--- config.mk ---
export PLATFORM = sky130hd
export DESIGN_NAME = mini68k_pfq
export DESIGN_NICKNAME = d
export VERILOG_FILES = /design/src/rtl/mini68k_pfq.sv
export SDC_FILE = /design/constraint.sdc
export NUM_CORES = 1
export LEC_CHECK = 0
export CORE_MARGIN = 3
export CORE_UTILIZATION = 40
export DETAILED_ROUTE_END_ITERATION = 10
export GPL_TIMING_DRIVEN = 0
export PLACE_DENSITY = 0.66
export SLEW_MARGIN = 0
export SYNTH_ARGS = -nofsm -noshare
export SYNTH_HDL_FRONTEND = slang
export SYNTH_SLANG_ARGS = --single-unit
--- constraint.sdc ---
create_clock -name clk -period 3.5 [get_ports clk]
set_input_delay 0.875 -clock clk [delete_from_list [all_inputs] [get_ports clk]]
set_output_delay 0.875 -clock clk [all_outputs]
set_load 0.005 [all_outputs]
--- src/rtl/mini68k_pfq.sv ---
// mini68k_pfq - instruction prefetch queue for the mini68k core.
//
// Keeps a DEPTH-word circular queue of 16-bit instruction words filled ahead
// of the decoder. Words arrive from the bus interface unit over a req/done
// handshake. The decoder sees the three words at the head and retires 1..3
// of them per cycle. A flush empties the queue and redirects fetching. A bus
// cycle that is already in flight at flush time still completes, but its data
// is thrown away.
//
// Optional feature macro: MINI68K_PFQ_STATS_EN
//   When defined, the stall_cnt and drop_cnt statistics ports are added.
//
// Parameters:
//   DEPTH       queue depth in words (power of 2, >= 4)
//   ADDR_W      fetch address width
//   RESET_ADDR  first fetch address after reset (bit 0 ignored)
//
// Ports:
//   clk, rst_n    clock (rising edge), asynchronous active-low reset
//   flush         discard the queue and redirect fetching to flush_pc
//   flush_pc      redirect address (bit 0 forced to 0)
//   fetch_addr    word address of the current bus request
//   fetch_req     bus request, held until fetch_done
//   fetch_data    fetched word, valid with fetch_done
//   fetch_done    one-cycle completion strobe
//   ir/ext1/ext2  queue words at head, head+1, head+2
//   valid_words   words available at head, saturated at 3
//   ir_valid      at least one word available
//   stall_cnt     (stats only) cycles in which consume_len exceeded the queue count
//   drop_cnt      (stats only) words discarded after a flush
//   consume_len   number of words retired this cycle (0 = none)
module mini68k_pfq #(
    parameter int                 DEPTH      = 4,
    parameter int                 ADDR_W     = 24,
    parameter logic [ADDR_W-1:0]  RESET_ADDR = '0
) (
    input  logic              clk,
    input  logic              rst_n,
    input  logic              flush,
    input  logic [ADDR_W-1:0] flush_pc,
    output logic [ADDR_W-1:0] fetch_addr,
    output logic              fetch_req,
    input  logic [15:0]       fetch_data,
    input  logic              fetch_done,
    output logic [15:0]       ir,
    output logic [15:0]       ext1,
    output logic [15:0]       ext2,
    output logic [2:0]        valid_words,
    output logic              ir_valid,
`ifdef MINI68K_PFQ_STATS_EN
    output logic [15:0]       stall_cnt,
    output logic [7:0]        drop_cnt,
`endif
    input  logic [1:0]        consume_len
);

    localparam int PTR_W = $clog2(DEPTH);
    localparam int CNT_W = PTR_W + 1;
    localparam logic [CNT_W-1:0]  DEPTH_C    = CNT_W'(DEPTH);
    localparam logic [ADDR_W-1:0] RESET_WORD = RESET_ADDR & ~ADDR_W'(1);

    // DROP: a flush arrived while a bus cycle was outstanding. The request is
    // kept up on the old address until it completes, and the redirect target
    // waits in redirect_q.
    typedef enum logic [1:0] {IDLE, REQ, DROP} state_t;

    state_t              state_q, state_d;
    logic [PTR_W-1:0]    head_q, head_d;
    logic [PTR_W-1:0]    tail_q, tail_d;
    logic [CNT_W-1:0]    count_q, count_d;
    logic [ADDR_W-1:0]   fetch_addr_q, fetch_addr_d;
    logic [ADDR_W-1:0]   redirect_q, redirect_d;
    logic [15:0]         mem_q [DEPTH];
    logic [15:0]         mem_d [DEPTH];

    logic                write_en;
    logic                consume_ok;
    logic [CNT_W-1:0]    consume_w;
    logic [ADDR_W-1:0]   pc_aligned;

    always_comb begin
        pc_aligned = flush_pc & ~ADDR_W'(1);
        consume_w  = CNT_W'(consume_len);
        // An over-long consume is dropped as a whole; the head never moves partially.
        consume_ok = !flush && (consume_len != 2'd0) && (consume_w <= count_q);
        // Only a normal REQ completion stores data; DROP completions and
        // completions that coincide with a flush are discarded.
        write_en   = fetch_done && (state_q == REQ) && !flush;

        state_d      = state_q;
        head_d       = head_q;
        tail_d       = tail_q;
        fetch_addr_d = fetch_addr_q;
        redirect_d   = redirect_q;
        mem_d        = mem_q;

        count_d = count_q + CNT_W'(write_en) - (consume_ok ? consume_w : '0);
        if (consume_ok) begin
            head_d = head_q + PTR_W'(consume_len);
        end
        if (write_en) begin
            mem_d[tail_q] = fetch_data;
            tail_d        = tail_q + PTR_W'(1);
        end
        if (flush) begin
            head_d  = '0;
            tail_d  = '0;
            count_d = '0;
        end

        // A new request is issued only when the slot it fills is already
        // free after this cycle's update, so the queue can never overrun.
        case (state_q)
            IDLE: begin
                if (flush) begin
                    fetch_addr_d = pc_aligned;
                    state_d      = REQ;
                end else if (count_d != DEPTH_C) begin
                    state_d = REQ;
                end
            end
            REQ: begin
                if (flush) begin
                    if (fetch_done) begin
                        fetch_addr_d = pc_aligned;
                        state_d      = REQ;
                    end else begin
                        redirect_d = pc_aligned;
                        state_d    = DROP;
                    end
                end else if (fetch_done) begin
                    fetch_addr_d = fetch_addr_q + ADDR_W'(2);
                    state_d      = (count_d != DEPTH_C) ? REQ : IDLE;
                end
            end
            DROP: begin
                if (flush) begin
                    redirect_d = pc_aligned;
                end
                if (fetch_done) begin
                    fetch_addr_d = flush ? pc_aligned : redirect_q;
                    state_d      = REQ;
                end
            end
            default: state_d = IDLE;
        endcase
    end

    // State, pointers and queue storage; all entries clear on reset so the
    // head outputs read zero before anything has been fetched.
    always_ff @(posedge clk or negedge rst_n) begin
        if (!rst_n) begin
            state_q      <= IDLE;
            head_q       <= '0;
            tail_q       <= '0;
            count_q      <= '0;
            fetch_addr_q <= RESET_WORD;
            redirect_q   <= RESET_WORD;
            for (int i = 0; i < DEPTH; i++) begin
                mem_q[i] <= '0;
            end
        end else begin
            state_q      <= state_d;
            head_q       <= head_d;
            tail_q       <= tail_d;
            count_q      <= count_d;
            fetch_addr_q <= fetch_addr_d;
            redirect_q   <= redirect_d;
            mem_q        <= mem_d;
        end
    end

    assign fetch_req   = (state_q != IDLE);
    assign fetch_addr  = fetch_addr_q;
    assign ir          = mem_q[head_q];
    assign ext1        = mem_q[head_q + PTR_W'(1)];
    assign ext2        = mem_q[head_q + PTR_W'(2)];
    assign valid_words = (count_q >= CNT_W'(3)) ? 3'd3 : 3'(count_q);
    assign ir_valid    = (count_q != '0);

`ifdef MINI68K_PFQ_STATS_EN
    logic [15:0] stall_cnt_q, stall_cnt_d;
    logic [7:0]  drop_cnt_q, drop_cnt_d;

    // Saturating statistics, cleared only by reset.
    always_comb begin
        stall_cnt_d = stall_cnt_q;
        drop_cnt_d  = drop_cnt_q;
        if ((consume_w > count_q) && !(&stall_cnt_q)) begin
            stall_cnt_d = stall_cnt_q + 16'd1;
        end
        if ((state_q == DROP) && fetch_done && !(&drop_cnt_q)) begin
            drop_cnt_d = drop_cnt_q + 8'd1;
        end
    end

    always_ff @(posedge clk or negedge rst_n) begin
        if (!rst_n) begin
            stall_cnt_q <= '0;
            drop_cnt_q  <= '0;
        end else begin
            stall_cnt_q <= stall_cnt_d;
            drop_cnt_q  <= drop_cnt_d;
        end
    end

    assign stall_cnt = stall_cnt_q;
    assign drop_cnt  = drop_cnt_q;
`endif

endmodule

== Word level (Yosys, flattened, before mapping) ==
Index checks and enable logic that the tools add are counted.
Word-level totals
  flip-flop bits (word level): 121
  latch bits: 0
  memory bits (writable): 0
  ROM bits: 0
  bits of input ports: 46
  output and inout bits: 77
  logic and storage cells: 92
  memories kept: 0
Operators by class
  add/subtract/negate cells: 7
  multipliers: 0
  div/mod/pow operators: 0
  order comparisons: 7
  eq/ne operators: 10
  shifts and indexed selects: 0
  mux-type cells: 37
  bitwise logic cells: 4
  reduce and logical (&&, ||, !) cells: 17
Operators by type and width (number)
  $mux W24: 8
  $mux W16: 7
  $bmux W16 S2: 3
  $pmux W24 S3: 1
  $bwmux W64: 1
  $pmux W24 S2: 1
  $demux W16 S2: 1
  $add A24 B2 Y24 const B: 1
  $mux W2: 11
  $ge A3 B3 Y1 const B: 4
  $not A2 Y3: 4
  $ne A2 B2 Y1 const B: 5
  $reduce_bool A2 Y1: 5
  $ne A3 B3 Y1 const B: 3
  $mux W3: 2
  $pmux W2 S3: 1
  $reduce_and A3 Y1: 2
  $reduce_bool A3 Y1: 2
  $logic_and A1 B1 Y1: 5
  $add A2 B1 Y2 const B: 2
  $reduce_and A4 Y1: 1
  $add A3 B1 Y3: 1
  $ge A3 B2 Y1 const B: 1
  $le A2 B3 Y1: 1
  9 further kinds: 9

== Longest topological paths before layout ==
  word-level depth: 11
  gate-level depth with buffers: 16
  depth with buffers taken out: 15

== Worst setup path after synthesis ==
Ideal clock, no wire load.
  path type: input-to-reg
  start: input consume_len[1]
  end: register state_q[0]
  library setup time: 133 ps
  data arrival time: 3375 ps
  required time: 3367 ps
  setup slack: -8 ps
  stages: 14
  path buffers: 0
  cells stage by stage: ha_1 nor2b_1 o21ai_0 and3_1 ha_1 inv_1 ha_1 inv_1 fa_1 xnor2_1 xnor2_1 nor4bb_1 a221oi_1 mux2i_1
On the way
  word-level cells in the longest chain between the ends: 11
  elaborated cells between the ends (all ways): 14
  those cells by class: add/sub (1); order compare (1); eq/ne (2); mux (6); reduce/logical (4)
RTL lines
  from (decl): line 54  | input logic [1:0] consume_len
  branches (longest 3 deep; another with $le A2 B3 Y1)
  $mux W2 *: line 97  | count_d = count_q + CNT_W'(write_en) - (consume_ok ? consume_w : '0);
  $sub A3 B2 Y3 *: line 97
  $mux W3 *: line 105  | if (flush) begin
  $ne A3 B3 Y1 *: line 118, 133
  $mux W1: line 133  | state_d = (count_d != DEPTH_C) ? REQ : IDLE;
  $mux W2: line 131  | end else if (fetch_done) begin
  $mux W2: line 123  | if (flush) begin
  $pmux W2 S3: line 113  | case (state_q)
  to (signal assigned): line 163  | state_q <= state_d;
  to (decl): line 67  | state_t state_q, state_d;
Every way passes the cells marked *. The select of a mux whose other input is x is not followed.
A chain may end at the register's enable or synchronous reset.

== Worst setup path after layout ==
  start: input flush
  end: register state_q[0]
On the way
  word-level cells in the longest chain between the ends: 11
  elaborated cells between the ends (all ways): 17
  those cells by class: add/sub (2); eq/ne (3); mux (7); reduce/logical (5)
RTL lines
  from (decl): line 39  | input logic flush,
  branches (longest 11 deep; another with $add A3 B1 Y3)
Several ways; the timed one is not identified. The select of a mux whose other input is x is not followed.

==> results_dict.tcl <==
set metrics [dict create \
    die_area_mm2 0.0194 \
    outcome "completed" \
    rsz0062_at_grt "false" \
    synthCells 568 \
    leakagePower_nw 3.90 \
    slowest_delay_ns 0.40 \
    cp.required_ns 3.83 \
    die_y_um 139 \
    slowest_stage "fa_1" \
    worst_pin_slew_ns 0.778 \
    arrival_ns 3.68 \
    yosysMostFrequentCell "dfrtp_1" \
    ys_seq_area_share_pct 42.7 \
    relSlewSlack_pct 48.1 \
    synth_common_cells "dfrtp_1 (121), mux2_2 (87), mux4_2 (48), o21ai_0 (37), nor2_1 (30)" \
    total_power_mw 8.75 \
    die_w_um 139 \
    clkSinkCount 121 \
    final_hold_viol_count 0 \
    reg2regPathDepth 15 \
    maxCapViolations 0 \
    startpoint_type "input port" \
    synthAdderAreaFrac_pct 3.10 \
    fin_skew_ns 0.00506 \
    pin_count 123 \
    portBuffers 119 \
    cts_tree "done" \
    cts.path.max_buffers 2 \
    startpoint "flush" \
    syn-cell-area_mm2 0.00710 \
    clk_latency_ns 0.41 \
    worst_hold_slack_ns 0.396 \
    r2r-end "state_q[0]" \
    synth_top_area_share_pct 42.7 \
    worstSetupPathType "in -> reg" \
    ys_warn_count 0 \
    async_flop_share_pct 100 \
    num_vias 5636 \
    vias_per_cell 5.95 \
    dpl.hpwl_um 14200 \
    min_period_over_period_pct 95.5 \
    nets 771 \
    path_max_fanout 10 \
    groute.usage.overall_pct 20.5 \
    r2r_slack_ns 0.26 \
    fillerInstances 1466 \
    postRouteAntennaNets 0 \
    place.gp.congestion 0.883 \
    power_density_mw_per_mm2 943 \
    antenna_found_initial 1 \
    drt-pass1-iter-count 5 \
    drive_gt1_share_pct 30.8 \
    synth-simple-area-share_pct 9.29 \
    syn_to_final_growth_pct 30.6 \
    grt_pass1_vias 5656 \
    crit_family "adder cells" \
    crit_path_end_kind "flop" \
    r2r_start "state_q[1]" \
    path_buf_inv 4 \
    grt_max_degree 74 \
    root_buffer "clkbuf_16" \
    max_freq_mhz 299 \
    path_cells "dlygate4sd2_1, buf_4, nor2_1, and3_1, ha_1, inv_1, ha_1, inv_1, fa_1, xnor2_2, xnor2_2, nor4bb_4, a221oi_2, mux2i_1" \
    worst-path-stages 14 \
    ys_types 66 \
    synth_top_family_by_area "multiplexers" \
    initial_utilization_pct 40.9 \
    hold_class "in -> async" \
    min_period_ns 3.34 \
    synth_edf_count 0 \
    syn-num-nets 631 \
    routed_wl_um 19900 \
    wire_per_inst_um 21.0 \
    postSynthAreaPerCell_um2 12.5 \
    setup_viol_count_final 0 \
    ir_drop_v 0.000457 \
    drtIter0Drc 435 \
    yosysTopAreaCell "dfrtp_1" \
    finalMaxSlewViolations 0 \
    synth_ff_type "dfrtp_1" \
    synth-compound-area-share_pct 10.4 \
    clkTransAtPathRegs_ns 0.06 \
    core_area_mm2 0.0174 \
    grt_pass1_wl_um 31500 \
    synth_area_leaders "dfrtp_1 (43%), mux4_2 (15%), mux2_2 (14%)" \
    cts_made_buffers 17 \
    synth_xor_area_share_pct 1.11 \
    ys_seq_elements 121 \
    endpoint "state_q[0]" \
    rows 48 \
    gr-total-overflow 0 \
    synth.area.mux_share_pct 29.6 \
    drc 0 \
    htreeDepth 4 \
]
-- state kept, by name, indices dropped and copies added (netlist names) --
name and flops:
head_q 2, tail_q 2, state_q 2, count_q 3, redirect_q 24, mem_q 64, fetch_addr 24
-- layer usage --
layer / part of all wire, % / up-vias / wire (µm) / track usage (%)
li1: - / 2481 / - / -
met1: 42 / 2891 / 8400 / 26.6
met2: 50 / 239 / 9860 / 34.5
met3: 6.2 / 25 / 1230 / 4.54
met4: 2.0 / 0 / 394 / 6.54
met5: 0 / - / 0 / 0
-- worst min path at each step --
stage | start | end | slack (ns) | depth (start not counted)
global placement | redirect_q[0] | redirect_q[0] | 0.48 | 1
floorplan | redirect_q[0] | redirect_q[0] | 0.45 | 1
detailed placement | redirect_q[0] | redirect_q[0] | 0.48 | 1
CTS | rst_n | mem_q[56] | 0.41 | 1
global route | rst_n | mem_q[40] | 0.42 | 1
finish | rst_n | mem_q[24] | 0.40 | 1
-- logic make-up (layout without fill, tap and decap cells) --
logic type,count (synthesis),count (layout)
buf+inv,52,205
xor+xnor,9,9
other cells,1,2
mux,139,139
flops,121,121
simple gates,119,119
compound gates,110,110
fa+ha+maj,17,17
-- report_power, final --
group | internal [mW] | leakage (nW) | switching (mW)
registers | 2.01 | 1.53 | 0.635
logic | 2.52 | 2.08 | 1.86
clock network | 1.07 | 0.286 | 0.656
-- metrics by stage --
step | instance area (µm²) | std cells | setup slack (ns) | utilization [%] | setup TNS, ns
6_report | 9270 | 947 | 0.157 | 53.4 | 0
5_1_grt | 9270 | 947 | 0.00233 | 53.4 | 0
4_1_cts | 9230 | 945 | 0.0760 | 53.2 | 0
3_5_place_dp | 8610 | 913 | -1.06 | 49.6 | -2.83
3_3_place_gp | 8580 | 912 | -3.10 | 49.4 | -376.63
2_1_floorplan | 7110 | 568 | 0.0497 | - | 0
-- final cells by class --
class | count | area [µm²] | area share [%]
Tap cell | 225 | 282 | 3.04
Buffer | 38 | 244 | 2.63
Inverter | 13 | 48.8 | 0.526
Multi-Input combinational cell | 395 | 3860 | 41.6
Antenna cell | 1 | 2.50 | 0.0270
Sequential cell | 121 | 3030 | 32.7
Timing Repair Buffer | 122 | 1220 | 13.2
Clock buffer | 18 | 439 | 4.74
Clock inverter | 14 | 148 | 1.59
-- placed cells by master (no fill, tap or decap), drive strengths merged, types with 16 or more instances in the layout --
master,Yosys,layout
dfrtp,121,121
clkdlybuf4s50,0,115
mux2,87,87
mux4,48,48
o21ai,38,38
buf,28,31
nor2,30,30
clkbuf,11,29
nand2,23,23
a21oi,17,17
ha,16,16
-- timing repair --
| action | in CTS | in global routing |
|---|---|---|
| gates resized for setup | 16 | 11 |
| hold buffers | 0 | 0 |
| endpoints found under the setup margin | 37 | 2 |
| pin swaps | 1 | 3 |
| buffers inserted | 1 | 1 |
(Power assumes the default switching activity.)
